===== config.mk =====
export PLATFORM = sky130hd
export DESIGN_NAME = wb_merge_buffer
export DESIGN_NICKNAME = d
export VERILOG_FILES = /design/src/rtl/wb_merge_buffer.sv
export SDC_FILE = /design/constraint.sdc
export NUM_CORES = 1
export LEC_CHECK = 0
export CORE_UTILIZATION = 36
export CTS_CLUSTER_SIZE = 20
export DETAILED_ROUTE_END_ITERATION = 6
export GPL_ROUTABILITY_DRIVEN = 0
export GPL_TIMING_DRIVEN = 0
export PLACE_DENSITY_LB_ADDON = 0.2
export SYNTH_ARGS = -nofsm -noshare
export SYNTH_HDL_FRONTEND = slang
export SYNTH_SLANG_ARGS = --single-unit
export TNS_END_PERCENT = 20

===== constraint.sdc =====
create_clock -name clk -period 5.48 [get_ports clk]
set_input_delay 0.822 -clock clk [delete_from_list [all_inputs] [get_ports clk]]
set_output_delay 0.822 -clock clk [all_outputs]
set_load 0.02 [all_outputs]

===== src/rtl/wb_merge_buffer.sv =====
// Writeback merge FIFO: accepts up to two lane results per cycle, drains one per
// cycle onto the register file write port, and forwards the youngest pending value.
module wb_merge_buffer #(
  parameter int DEPTH = 4,
  parameter int AW    = 5,
  parameter int DW    = 32
) (
  input  logic                     clk,
  input  logic                     rst_n,
  input  logic                     l0_valid,
  input  logic [AW-1:0]            l0_rd,
  input  logic [DW-1:0]            l0_data,
  input  logic                     l1_valid,
  input  logic [AW-1:0]            l1_rd,
  input  logic [DW-1:0]            l1_data,
  output logic                     in_ready,
  output logic                     WE3,
  output logic [AW-1:0]            WA3,
  output logic [DW-1:0]            WD3,
  input  logic [AW-1:0]            lk_addr,
  output logic                     lk_hit,
  output logic [DW-1:0]            lk_data,
  output logic [$clog2(DEPTH):0]   count,
  output logic                     ovf_err
);

  localparam int PW = $clog2(DEPTH);
  localparam int CW = PW + 1;

  logic [PW-1:0] rd_ptr_reg, wr_ptr_reg;
  logic [PW-1:0] wr_ptr_next, wr_ptr_inc;
  logic [CW-1:0] count_reg, count_next;
  logic          ovf_err_reg;

  logic [AW-1:0] rd_mem   [DEPTH];
  logic [DW-1:0] data_mem [DEPTH];

  logic          keep0, keep1;
  logic          push0, push1, pop;
  logic [1:0]    push_cnt;
  logic [AW-1:0] slot0_rd;
  logic [DW-1:0] slot0_data;

  // x0 results vanish; when both lanes target the same register only the younger survives
  assign keep1 = l1_valid && (l1_rd != '0);
  assign keep0 = l0_valid && (l0_rd != '0) && !(keep1 && (l1_rd == l0_rd));

  assign in_ready = (count_reg <= CW'(DEPTH - 2));
  assign pop      = (count_reg != '0);

  assign push0    = in_ready && (keep0 || keep1);
  assign push1    = in_ready && keep0 && keep1;
  assign push_cnt = {1'b0, push0} + {1'b0, push1};

  assign slot0_rd   = keep0 ? l0_rd   : l1_rd;
  assign slot0_data = keep0 ? l0_data : l1_data;

  assign wr_ptr_inc  = wr_ptr_reg + PW'(1);
  assign wr_ptr_next = wr_ptr_reg + PW'(push_cnt);
  assign count_next  = count_reg + CW'(push_cnt) - CW'(pop);

  always_ff @(posedge clk or negedge rst_n) begin
    if (!rst_n) begin
      rd_ptr_reg  <= '0;
      wr_ptr_reg  <= '0;
      count_reg   <= '0;
      ovf_err_reg <= 1'b0;
    end else begin
      if (pop) begin
        rd_ptr_reg <= rd_ptr_reg + PW'(1);
      end
      wr_ptr_reg <= wr_ptr_next;
      count_reg  <= count_next;
      if (!in_ready && (l0_valid || l1_valid)) begin
        ovf_err_reg <= 1'b1;
      end
    end
  end

  // Entry storage carries no reset; validity comes solely from the pointers and count
  always_ff @(posedge clk) begin
    if (push0) begin
      rd_mem[wr_ptr_reg]   <= slot0_rd;
      data_mem[wr_ptr_reg] <= slot0_data;
    end
    if (push1) begin
      rd_mem[wr_ptr_inc]   <= l1_rd;
      data_mem[wr_ptr_inc] <= l1_data;
    end
  end

  assign WE3     = pop;
  assign WA3     = rd_mem[rd_ptr_reg];
  assign WD3     = data_mem[rd_ptr_reg];
  assign count   = count_reg;
  assign ovf_err = ovf_err_reg;

  // Match vector indexed by age: slot gi is the gi-th oldest pending entry
  logic [PW-1:0]    slot_idx [DEPTH];
  logic [DEPTH-1:0] match;

  generate
    for (genvar gi = 0; gi < DEPTH; gi++) begin : g_match
      assign slot_idx[gi] = rd_ptr_reg + PW'(gi);
      assign match[gi]    = (CW'(gi) < count_reg) && (rd_mem[slot_idx[gi]] == lk_addr);
    end
  endgenerate

  always_comb begin
    lk_hit  = 1'b0;
    lk_data = '0;
    if (lk_addr != '0) begin
      for (int k = 0; k < DEPTH; k++) begin
        if (match[k]) begin
          lk_hit  = 1'b1;
          lk_data = data_mem[slot_idx[k]];
        end
      end
    end
  end

endmodule


==> flow_summary_export.csv <==
group,metric,value,unit
clock_network,cts_hold_buf,0,
yosys,async_flop_share,0.0513,
setup_path,startpoint_type,"register",
finish,largest_register_ffs,128,
clock_network,cts.sinks,156,
pwr,p_per_area,546,nW/um^2
sta,skew,0.0113,ns
finish,mostFrequentLayoutCell,"mux2_2",
setup_path,path_max_fanout,10,
global_routing,met1_usage,0.347,
floorplan,die_w,191,microns
floorplan,start_util,0.369,
finish,num-fill-cells,3349,
yosys,syn-cell-area,12900,sq um
finish,final_area,15700,sq um
floorplan,row_count,68,
routing,wl_per_cell,25.3,microns
floorplan,die_h,191,microns
routing,drt_pass1_iterations,5,
floorplan,core_area,34900,sq um
global_routing,grt_overflow_total,0,
clock_network,root_buffer,"clkbuf_16",
clock_network,cts.clk_slew.worst_paths,0.07,ns
yosys,syn_inst,1239,
finish,area_growth,22.1,%
setup_path,end_kind,"primary output",
clock_network,numCtsBuffers,17,
pwr,p_leak,5.55,nW
sta,setup_viol,0,
clock_network,cts_tree,"yes",
global_routing,grt_max_degree,21,
yosys,synth_cell_type_count,55,
job,maxCapViolCount,0,
global_routing,grt_pass1_vias,11200,
global_routing,track_usage,0.262,
finish,final_cell_mix,"mux2_2, clkdlybuf4s50_1, edfxtp_1",
clock_network,clock_latency,0.47,ns
floorplan,die_area,36500,sq um
finish,register_area,4640,sq um
floorplan,ioPinCount,159,
global_routing,use_met2,0.425,
sta,fin_tns_setup,0,ns
sta,finalCritPeriodShare,0.975,
clock_network,clk_path_buf_depth,2,
global_routing,grt_pass1_wl,70.8,mm
routing,wl,47.8,mm
yosys,ys_seq_elements,156,
clock_network,cts_max_level,4,
place,placed_cell_area,15100,sq um
finish,num_antenna_cells,0,
global_routing,use_met3,0.0536,
sta,worstMarginPinSlew,1.09,ns
setup_path,crit_arrival,4.52,ns
sta,fmax,187,MHz
sta,grt_setup_unrepaired,"false",
routing,vias,11500,
routing,antenna_left,0,
finish,drive_gt1_frac,0.220,
setup_path,reg2reg_slack,2.10,ns
global_routing,antenna_found_initial,1,
worst_hold_path,min_path_type,"reg -> reg",
sta,report.final.slew_viol_count,0,
sta,final-hold-violation-count,0,
setup_path,required,4.66,ns
yosys,syn_avg_cell_area,10.4,sq um
finish,multi_input_area,7600,sq um
routing,viasPerCell,6.12,
routing,drc_errors,0,
pwr,vdd_drop_max,0.267,mV
yosys,synth_fp_nets,1328,
outcome,status,"complete, no violations",
yosys,synth_edf_count,148,
sta,min_period,5.34,ns
place,io_buffer_count,153,
yosys,synthFlopType,"edfxtp_1",
finish,nNetsFinal,1506,
yosys,seq_area_frac_synth,0.361,
yosys,yosysWarningCount,0,
routing,first_iter_violations,1115,
place,dp_hpwl,34.3,mm
global_routing,top_usage_layer,"met2",
setup_path,crit_type,"reg -> out",
sta,slew_headroom,0.268,
## final cells by class
class	count	share of cell area
well taps	455	0.0362
inverters	28	0.00669
clock inverters	15	0.00979
multi-input cells	929	0.484
plain buffers	126	0.0375
repair buffers	159	0.103
flip-flops and latches	156	0.296
clock buffers	17	0.0271
## metal layers
| layer | part of all wire | vias to the layer above | wire [microns] |
|---|---|---|---|
| li1 | - | 5154 | - |
| met1 | 0.43 | 5707 | 20700 |
| met2 | 0.47 | 587 | 22400 |
| met3 | 0.075 | 78 | 3570 |
| met4 | 0.024 | 2 | 1130 |
| met5 | 0.00023 | - | 11 |
## cell families (layout without fill, tap and decap cells)
kind of cell | after synthesis | in the layout | synth area share
flip-flops | 156 | 156 | 0.361
XOR/XNOR | 36 | 36 | 0.0245
multiplexers | 345 | 345 | 0.306
AND/OR/NAND/NOR | 237 | 237 | 0.0747
buffers and inverters | 154 | 345 | 0.0528
adder cells (fa/ha/maj) | 6 | 6 | 0.00642
AO/OA/AOI/OAI | 305 | 305 | 0.174
## cell usage after synthesis, drive strengths merged, types with 28 or more instances
library cell	n	area, sq um
o221ai	28	258
o311ai	28	245
o21ai	38	190
a211oi	28	210
edfxtp	148	4440
clkbuf	68	255
buf	58	319
nand2	93	349
o211ai	34	255
a221o	28	280
a21oi	65	329
mux2	221	2490
mux2i	107	1070
inv	28	105
nor2	119	447
## stage by stage
| step | setup WS, ns | total power, mW | hold slack, ns | std cells | utilization |
|---|---|---|---|---|---|
| after floorplan | 0.910 | 5.24 | 0.477 | 1239 | - |
| after global placement | -2.66 | 7.21 | 0.463 | 1847 | 0.429 |
| after detailed placement | 0.0877 | 7.29 | 0.469 | 1851 | 0.433 |
| after CTS | -0.000271 | 8.52 | 0.487 | 1883 | 0.450 |
| after global routing | 0.000000444 | 8.99 | 0.505 | 1885 | 0.451 |
| final | 0.139 | 8.58 | 0.480 | 1885 | 0.451 |
## where the power goes
group,total [mW],internal [mW],leakage (nW),switching [mW]
Sequential,1.90,1.66,1.44,0.237
Clock,1.20,0.607,0.287,0.594
Combinational,5.48,2.15,3.82,3.33
## worst max-delay path: stages (launching register included)
cell and delay (ns):
dfrtp_1 0.34, buf_6 0.15, buf_6 0.18, buf_2 0.31, inv_1 0.10, nor3_1 0.66
clkbuf_1 0.52, clkbuf_1 0.45, o211ai_1 0.18, o211ai_1 0.14, nand3_1 0.09, a21oi_1 0.27
clkdlybuf4s50_1 0.66
## what timing repair did
item	4_1_cts	5_1_grt
endpoints found under the setup margin	35	47
pin swaps	1	1
gates resized for setup	8	11
buffers inserted	0	2
## worst paths after layout
check / from / end / cells after the start
setup / recovery: rd_ptr_reg[0] / lk_data[30] / 12
hold / removal: ovf_err / ovf_err / 1
setup reg to reg: count[2] / data_mem[1][13] / 8
hold reg to reg: ovf_err / ovf_err / 1
max in group asynchronous: rst_n / count[0] / 1
min in group asynchronous: rst_n / count[2] / 1
No activity file was read; power rests on OpenSTA's default activity.
